<file path="config.mk">
export PLATFORM = sky130hd
export DESIGN_NAME = cmutex_merge_n_mem
export DESIGN_NICKNAME = d
export VERILOG_FILES = /design/src/rtl/cmutex_merge_n_mem_pkg.sv /design/src/rtl/cmutex_merge_n_mem_owner_fifo.sv /design/src/rtl/cmutex_merge_n_mem.sv
export SDC_FILE = /design/constraint.sdc
export NUM_CORES = 1
export LEC_CHECK = 0
export ABC_AREA = 0
export BUFFER_PORTS_ARGS = -buffer_cell sky130_fd_sc_hd__buf_4
export CORE_MARGIN = 3
export CORE_UTILIZATION = 48
export DETAILED_ROUTE_END_ITERATION = 10
export PLACE_DENSITY = 0.86
export SKIP_CTS_REPAIR_TIMING = 1
export SYNTH_ARGS = -nofsm -noshare
export SYNTH_HDL_FRONTEND = slang
export SYNTH_HIERARCHICAL = 1
export SYNTH_SLANG_ARGS = --single-unit
</file>
<file path="constraint.sdc">
create_clock -name clk -period 4.2 [get_ports clk]
set_input_delay 0.84 -clock clk [delete_from_list [all_inputs] [get_ports clk]]
set_output_delay 0.84 -clock clk [all_outputs]
set_load 0.005 [all_outputs]
</file>
<file path="src/rtl/cmutex_merge_n_mem_pkg.sv">
// merge_pkg: shared mode constants and index-width helper for the mutex merge.
package merge_pkg;
  localparam int MODE_STRICT = 0;
  localparam int MODE_ARB = 1;
  function automatic int idx_w(input int n);
    return n > 1 ? $clog2(n) : 1;
  endfunction
endpackage

</file>
<file path="src/rtl/cmutex_merge_n_mem_owner_fifo.sv">
// owner_fifo: records the issuing channel of each outstanding token in issue order.
module owner_fifo import merge_pkg::*; #(
  parameter int DEPTH = 2,
  parameter int W = 2
) (
  input  logic                   clk,
  input  logic                   rst_n,
  input  logic                   push,
  input  logic                   pop,
  input  logic [W-1:0]           din,
  output logic [W-1:0]           dout,
  output logic                   full,
  output logic                   empty,
  output logic [$clog2(DEPTH):0] count
);
  localparam int AW = idx_w(DEPTH);
  localparam int CW = $clog2(DEPTH) + 1;
  logic [W-1:0] mem [DEPTH];
  logic [AW-1:0] wp, rp;
  always_comb begin
    full = count == CW'(DEPTH);
    empty = count == '0;
    dout = mem[rp];
  end
  always_ff @(posedge clk or negedge rst_n) begin
    if (!rst_n) begin
      wp <= '0;
      rp <= '0;
      count <= '0;
    end else begin
      if (push) wp <= wp == AW'(DEPTH - 1) ? '0 : wp + 1'b1;
      if (pop) rp <= rp == AW'(DEPTH - 1) ? '0 : rp + 1'b1;
      count <= count + CW'(push) - CW'(pop);
    end
  end
  always_ff @(posedge clk)
    if (push) mem[wp] <= din;
endmodule

</file>
<file path="src/rtl/cmutex_merge_n_mem.sv">
// cmutex_merge_n_mem: N-way drive/free merge with data, owner tracking and optional round-robin arbitration.
module cmutex_merge_n_mem import merge_pkg::*; #(
  parameter int N = 4,
  parameter int DW = 32,
  parameter int DEPTH = 2,
  parameter int MODE = MODE_STRICT
) (
  input  logic                  clk,
  input  logic                  rst_n,
  input  logic [N-1:0]          i_drive,
  input  logic [N*DW-1:0]       i_data,
  output logic [N-1:0]          o_free,
  output logic                  o_driveNext,
  output logic [DW-1:0]         o_dataNext,
  output logic [idx_w(N)-1:0]   o_owner,
  input  logic                  i_freeNext,
  output logic                  o_err
);
  localparam int OW = idx_w(N);
  logic [N-1:0] busy, pend, fresh, req, win_oh, free_oh;
  logic [OW-1:0] rr, win, head;
  logic [DW-1:0] win_data;
  logic [DW-1:0] pdata [N];
  logic [$clog2(DEPTH):0] fifo_cnt;
  logic found, issue, pop, can_push, fifo_full, fifo_empty, err_now;
  int idx;
  always_comb begin
    pop = i_freeNext & (fifo_cnt != '0);
    can_push = ~fifo_full | pop;
    fresh = i_drive & ~busy & ~pend;
    req = fresh | pend;
    found = 1'b0;
    win = '0;
    idx = 0;
    // strict mode scans from 0 (lowest wins); arbitrated mode scans from rr
    for (int i = 0; i < N; i++) begin
      idx = MODE == MODE_ARB ? (int'(rr) + i) % N : i;
      if (!found && req[idx]) begin
        found = 1'b1;
        win = OW'(idx);
      end
    end
    issue = found & can_push;
    win_oh = issue ? N'(1) << win : '0;
    free_oh = pop ? N'(1) << head : '0;
    win_data = pend[win] ? pdata[win] : i_data[int'(win)*DW +: DW];
    err_now = (i_freeNext & fifo_empty) | (|(i_drive & busy)) |
              (MODE == MODE_ARB ? |(i_drive & pend) : ($countones(i_drive) > 1) | (found & ~can_push));
  end
  always_ff @(posedge clk or negedge rst_n) begin
    if (!rst_n) begin
      busy <= '0;
      pend <= '0;
      rr <= '0;
      o_free <= '0;
      o_driveNext <= 1'b0;
      o_dataNext <= '0;
      o_owner <= '0;
      o_err <= 1'b0;
    end else begin
      busy <= (busy | win_oh) & ~free_oh;
      pend <= MODE == MODE_ARB ? req & ~win_oh : '0;
      if (issue) rr <= int'(win) == N - 1 ? '0 : win + 1'b1;
      o_free <= free_oh;
      o_driveNext <= issue;
      if (issue) o_dataNext <= win_data;
      if (issue) o_owner <= win;
      o_err <= o_err | err_now;
    end
  end
  always_ff @(posedge clk)
    for (int k = 0; k < N; k++)
      if (fresh[k]) pdata[k] <= i_data[k*DW +: DW];
  owner_fifo #(.DEPTH(DEPTH), .W(OW)) u_fifo (
    .clk(clk),
    .rst_n(rst_n),
    .push(issue),
    .pop(pop),
    .din(win),
    .dout(head),
    .full(fifo_full),
    .empty(fifo_empty),
    .count(fifo_cnt)
  );
endmodule

</file>
# Yosys cells after proc, flatten, opt, wreduce, memory -nomap -nowiden
# Memory sizes are Yosys's and may differ from the RTL's.
# Index checks and enable logic that the tools add are counted.
# totals
ram_bits	132
wordCells	73
input_bits	135
out_inout_bits	40
regBits	48
mem_count	2
# memory_table
name	words	word_bits	rd	rd_clocked_by_memory_dff	wr	line_no	text
pdata	4	32	1	0	4	cmutex_merge_n_mem.sv:23	logic [DW-1:0] pdata [N];
u_fifo.mem	2	2	1	0	1	cmutex_merge_n_mem_owner_fifo.sv:18	logic [W-1:0] mem [DEPTH];
# classes
eq_ne	1
reduce_logical	9
magnitude_cmp	2
n_addsub	7
n_shift	3
mux	23
bitwise	17
# ops
cell	n
variable part select 128 x 8 -> 32 bit	1
2-to-1 mux 32 bit	1
2-to-1 mux 1 bit	17
AND 4 bit	3
2-to-1 mux 4 bit	2
NOT 4 bit	2
left shift 1 x 2 -> 4 bit, first input constant	2
OR 1 bit	5
adder 1 x 1 -> 2 bit	2
AND 1 bit	4
2-to-1 mux 2 bit	2
OR 4 bit	1
OR reduction 4 bit	1
adder 2 x 2 -> 3 bit	1
greater-than comparator 3 x 1 -> 1 bit, second input constant	1
logical AND 1 bit	3
zero test 1 bit	3
< comparator 2 x 3 -> 1 bit, second input constant	1
adder 1 bit, second input constant	2
adder 2 x 1 -> 2 bit	1
binary-select mux 1 bit (select 2 bit)	1
== test 2 bit, second input constant	1
zero test 2 bit	1
NOT 1 bit	2
2 further kinds	2

# Logic depth before layout (Yosys ltp)
# depth
depth_word	16
mapped_depth	8
ltp_nobuf	6

# Modules after synthesis
# The synthesis kept the hierarchy.
# by_module_without_submodules
mod	instances	area_per_inst_um2	cells_per_inst	seq_area_each_um2
cmutex_merge_n_mem	1	2787.7	312	1101.1
owner_fifo	1	339.1	21	220.2

# Worst setup path before layout
# Ideal clock, no wire load.
# synth_path
kind	input-to-reg
start	in i_drive[0]
end	mem u_fifo.mem[0][0] (enable)
path_stages	7
t_required_ps	3890
t_arrival_ps	1993
slack_ps	1897
cell_sequence	or2b_1 buf_2 nand4_2 and2_1 buf_2 buf_2 nor2b_1
# synth_via
elab_chain_len	14
# synth_rtl
element	line_no	text
from (decl)	cmutex_merge_n_mem.sv:10	input logic [N-1:0] i_drive,
AND 4 bit (*)	cmutex_merge_n_mem.sv:30	fresh = i_drive & ~busy & ~pend;
2-to-1 mux 1 bit (*)	cmutex_merge_n_mem.sv:38	if (!found && req[idx]) begin
zero test 1 bit	cmutex_merge_n_mem.sv:38	
logical AND 1 bit	cmutex_merge_n_mem.sv:38	
2-to-1 mux 1 bit (*)	cmutex_merge_n_mem.sv:38	
zero test 1 bit	cmutex_merge_n_mem.sv:38	
logical AND 1 bit	cmutex_merge_n_mem.sv:38	
2-to-1 mux 1 bit (*)	cmutex_merge_n_mem.sv:38	
zero test 1 bit	cmutex_merge_n_mem.sv:38	
logical AND 1 bit	cmutex_merge_n_mem.sv:38	
2-to-1 mux 1 bit (*)	cmutex_merge_n_mem.sv:38	
AND 1 bit (*)	cmutex_merge_n_mem.sv:43	issue = found & can_push;
named net issue	cmutex_merge_n_mem.sv:25	logic found, issue, pop, can_push, fifo_full, fifo_empty, err_now;
2-to-1 mux 1 bit (*)	cmutex_merge_n_mem_owner_fifo.sv:37	if (push) mem[wp] <= din;
2-to-1 mux 1 bit (not written as such) (*)	cmutex_merge_n_mem_owner_fifo.sv:37	
to (decl)	cmutex_merge_n_mem_owner_fifo.sv:18	
# Mark *: on every way through the listed nets, which the timed path passes. The rest lies on a longest branch.

# Worst setup path in the final report
# layout_path
start	in i_drive[0]
end	reg o_dataNext[13]
# layout_via
elab_chain_len	14
word_cells_on_any_way	20
classes_between	shift: 1; mux: 10; bitwise: 2; reduce/logical: 6; memory: 1
# layout_rtl
element	line_no	text
AND 4 bit (*)	cmutex_merge_n_mem.sv:30	
2-to-1 mux 1 bit (*)	cmutex_merge_n_mem.sv:38	
parallel branches: the longest is 12 deep, another holds variable part select 128 x 8 -> 32 bit	--	
to (signal assigned)	cmutex_merge_n_mem.sv:66	if (issue) o_dataNext <= win_data;
to (decl)	cmutex_merge_n_mem.sv:14	output logic [DW-1:0] o_dataNext,
# Mark *: on every way between the ends. The select of a mux whose other input is x is not followed.
# A chain may end at the register's enable or synchronous reset.

==> results.txt <==
----------------------------------------------------
[Critical path]
  CP Capture Type ... flop
  Critical-path maximum fanout ... 24
  Critical Path Source Type ... input port
  Setup slack, reg-to-reg ... 1.92 ns
  Cell count of the worst reg-to-reg path ... 5
  Category of the most critical setup path ... in -> reg
  Worst reg2reg path startpoint ... busy[0]
  Worst path required time ... 4.42 ns
  R2R Path End ... o_dataNext[13]
  Critical Path AT ... 2.78 ns

[GRT]
  Met3 Usage GRT ... 0.05513
  Vias in the first global route ... 3568
  GR peak layer ... met2
  Largest net degree at the start of global routing ... 49
  Overall routing resource usage ... 0.2820
  GRT Residual Overflow ... 0
  Met1 Use GR ... 0.3333
  Antenna violations before repair ... 0
  Grt met2 use ... 0.4972
  Wire length of the first global-routing pass ... 16650 um

[Detailed routing]
  Remaining antenna violation count ... 0
  Pre-antenna DRT Iters ... 5
  Sum of routed wire length over all layers ... 10680 um
  Drt wl/cell ... 18.84 um
  Detail-routed via count per cell ... 6.030
  Remaining design rule violation count ... 0
  Number of design-rule violations left by the first detailed-router iteration ... 225
  Count of vias placed by the detailed router ... 3419

[Timing]
  Final Setup Violations ... 0
  Setup repair after global routing missed its margin ... false
  Crit share post-route ... 0.6110
  Number of hold violations in the final report ... 0
  Setup tns final ... 0 ns
  Actual transition at the worst max-transition pin ... 0.9756 ns
  Fmax ... 0.3897 GHz
  Worst clock skew ... 0.004456 ns
  Minimum period implied by the final worst setup slack ... 2.566 ns
  Max transition margin ... 0.3467
  Number of pins exceeding their max-slew limit in the final report ... 0
  Post-layout worst setup margin ... 1.634 ns

[Worst hold path]
  Hold worst-path end ... u_fifo/wp
  Min-delay src ... u_fifo/wp
  Worst hold path class ... reg -> reg
  Hold Crit Depth ... 1

[Logic synthesis]
  Synth Flop Type ... dfrtp_1
  Most numerous cell in the Yosys netlist ... dfrtp_1
  Total of warnings raised by yosys ... 6
  Cell types with the highest counts after synthesis ... dfrtp_1, a21oi_1, o21ai_0, nand3_1, a21o_1
  Yosys cell types ... 36
  Complex-gate fraction of the synthesized area ... 0.3597
  Largest cells by area after synthesis ... dfrtp_1, a21o_1, a22oi_1
  Post-synthesis cell type with the largest combined area ... dfrtp_1
  Average cell area after synthesis ... 9.390 um2
  Async set-or-reset flop fraction in the synthesized netlist ... 0.9231
  Synth top area share ... 0.3842
  Syn Std Cell Area ... 3127 um2
  Simple logic cell fraction of the synthesized area ... 0.1080
  Synthesized-area fraction occupied by xor and xnor cells ... 0.01321
  Multiplexer fraction of the synthesized cell area ... 0.01441
  Adder and majority cell fraction of the synthesized area ... 0.01441
  Mapped Nets ... 471
  Number of cells produced by synthesis ... 333
  #FFs+latches synth ... 52
  Number of enable flip-flop cells after synthesis ... 4
  Largest family of logic cells by synthesized area ... compound AO/OA/AOI/OAI gates
  Sequential share of the synthesized area ... 0.4226

[Placement]
  Routability Congestion ... 0.8330
  Placed wire-length estimate ... 7632 um
  Buffers on Ports ... 174
  Place WS ... 1.318 ns

[Layout]
  Fill cell count ... 467
  Net count reported at finish ... 629
  Diode count ... 0
  Synth-to-Final Area Change ... 44.86%
  Storage element area ... 1321 um2
  Fraction of final layout cells sized beyond drive strength 1 ... 0.4268
  Final cell utilization of the core ... 0.7430
  Multi-input combinational cell area ... 1618 um2

[Die]
  Number of placed I/O pins ... 175
  Height of the chip ... 86.71 um
  Die Span X ... 86.71 um
  Core footprint ... 6096 um2
  Initial Util ... 0.5129
  FP Rows ... 28
  Area enclosed by the die boundary ... 7519 um2

[CTS]
  Skew-Pair Late Insertion Delay ... 0.30 ns
  Clock tree from TritonCTS ... done
  CTS clk-pin slew, worst paths ... 0.09 ns
  Buffer type at the clock tree root ... clkbuf_8
  Number of sinks handled by clock tree synthesis ... 52
  Number of H-tree levels ... 2
  Number of buffers on the longest clock path ... 2
  Total CTS buffers ... 5

[Pwr]
  Leak ... 0.002095 uW
  Power density normalized to cell area ... 629.1 nW/um2
  Total power after layout ... 2849 uW
  Peak supply drop ... 0.3307 mV

[Outcome]
  Outcome ... finished, final reports clean

[Run]
  Count of maximum capacitance violations ... 0

----------------------------------------------------
==> registers in the layout, indices dropped and copies added, names as in the netlist <==
| name | count |
|---|---|
| u_fifo/wp | 1 |
| o_driveNext | 1 |
| o_err | 1 |
| u_fifo/rp | 1 |
| u_fifo/count | 2 |
| o_free | 4 |
| o_owner | 2 |
| o_dataNext | 32 |
| busy | 4 |
| u_fifo/mem | 4 |
==> final cells by class <==
type / count / area share
clock buffer: 7 / 0.01685
clock inverter: 1 / 0.001105
inverter: 7 / 0.005801
multi-input combinational: 240 / 0.3572
sequential: 52 / 0.2917
tap: 75 / 0.02072
timing repair buffer: 185 / 0.3066
==> cell families (layout without fill, tap and decap cells) <==
family | Yosys count | count (layout)
adders and majority gates | 3 | 3
buffers and inverters | 41 | 200
and+or+nand+nor | 60 | 60
xor gates and xnor gates | 3 | 3
AOI/OAI and AO/OA | 170 | 170
muxes | 4 | 4
DFF | 52 | 52
==> layout by cell type (no fill, tap or decap), drive strengths merged, types with 32 or more instances in the layout <==
cell / count
a21o: 33
buf: 185
nand3: 33
dfrtp: 48
a22oi: 32
a21oi: 36
a31oi: 33
o21ai: 34
==> worst max-delay path, cell delays in order <==
cell and delay [ns]:
buf_4 0.13, nor2b_2 0.30, nor4b_4 0.68, buf_4 0.44, a22oi_1 0.17, a31oi_1 0.22
==> worst max-delay path by stage <==
stage	startpoint	endpoint	slack, ns	cells past startpoint
2_1_floorplan	i_drive[0]	u_fifo/mem[0][0]	1.90	7
3_3_place_gp	i_drive[0]	o_dataNext[12]	1.41	6
3_5_place_dp	i_drive[0]	o_dataNext[13]	1.32	6
4_1_cts	i_drive[0]	o_dataNext[13]	1.63	6
5_1_grt	i_drive[0]	o_dataNext[13]	1.52	6
6_report	i_drive[0]	o_dataNext[13]	1.63	6
==> where the power goes <==
| group | internal (uW) | switching (uW) | leakage (uW) |
|---|---|---|---|
| clock | 117 | 160 | 0.0000422 |
| combinational | 779 | 871 | 0.00146 |
| sequential | 774 | 147 | 0.000596 |
==> layer usage <==
layer,part of all wire,vias to the layer above
met1,0.36,1625
li1,-,1575
met3,0.10,26
met4,0.023,0
met2,0.52,193
met5,0,-
==> stage by stage <==
step                      hold slack [ns]  instances  area [um2]
after floorplan                    0.4531        333        3127
after global routing               0.5244        567        4529
after detailed placement           0.4911        559        4448
after global placement             0.4740        559        4448
after CTS                          0.5068        567        4529
final                              0.5056        567        4529
Note: power is estimated with default switching activity, not from simulation.
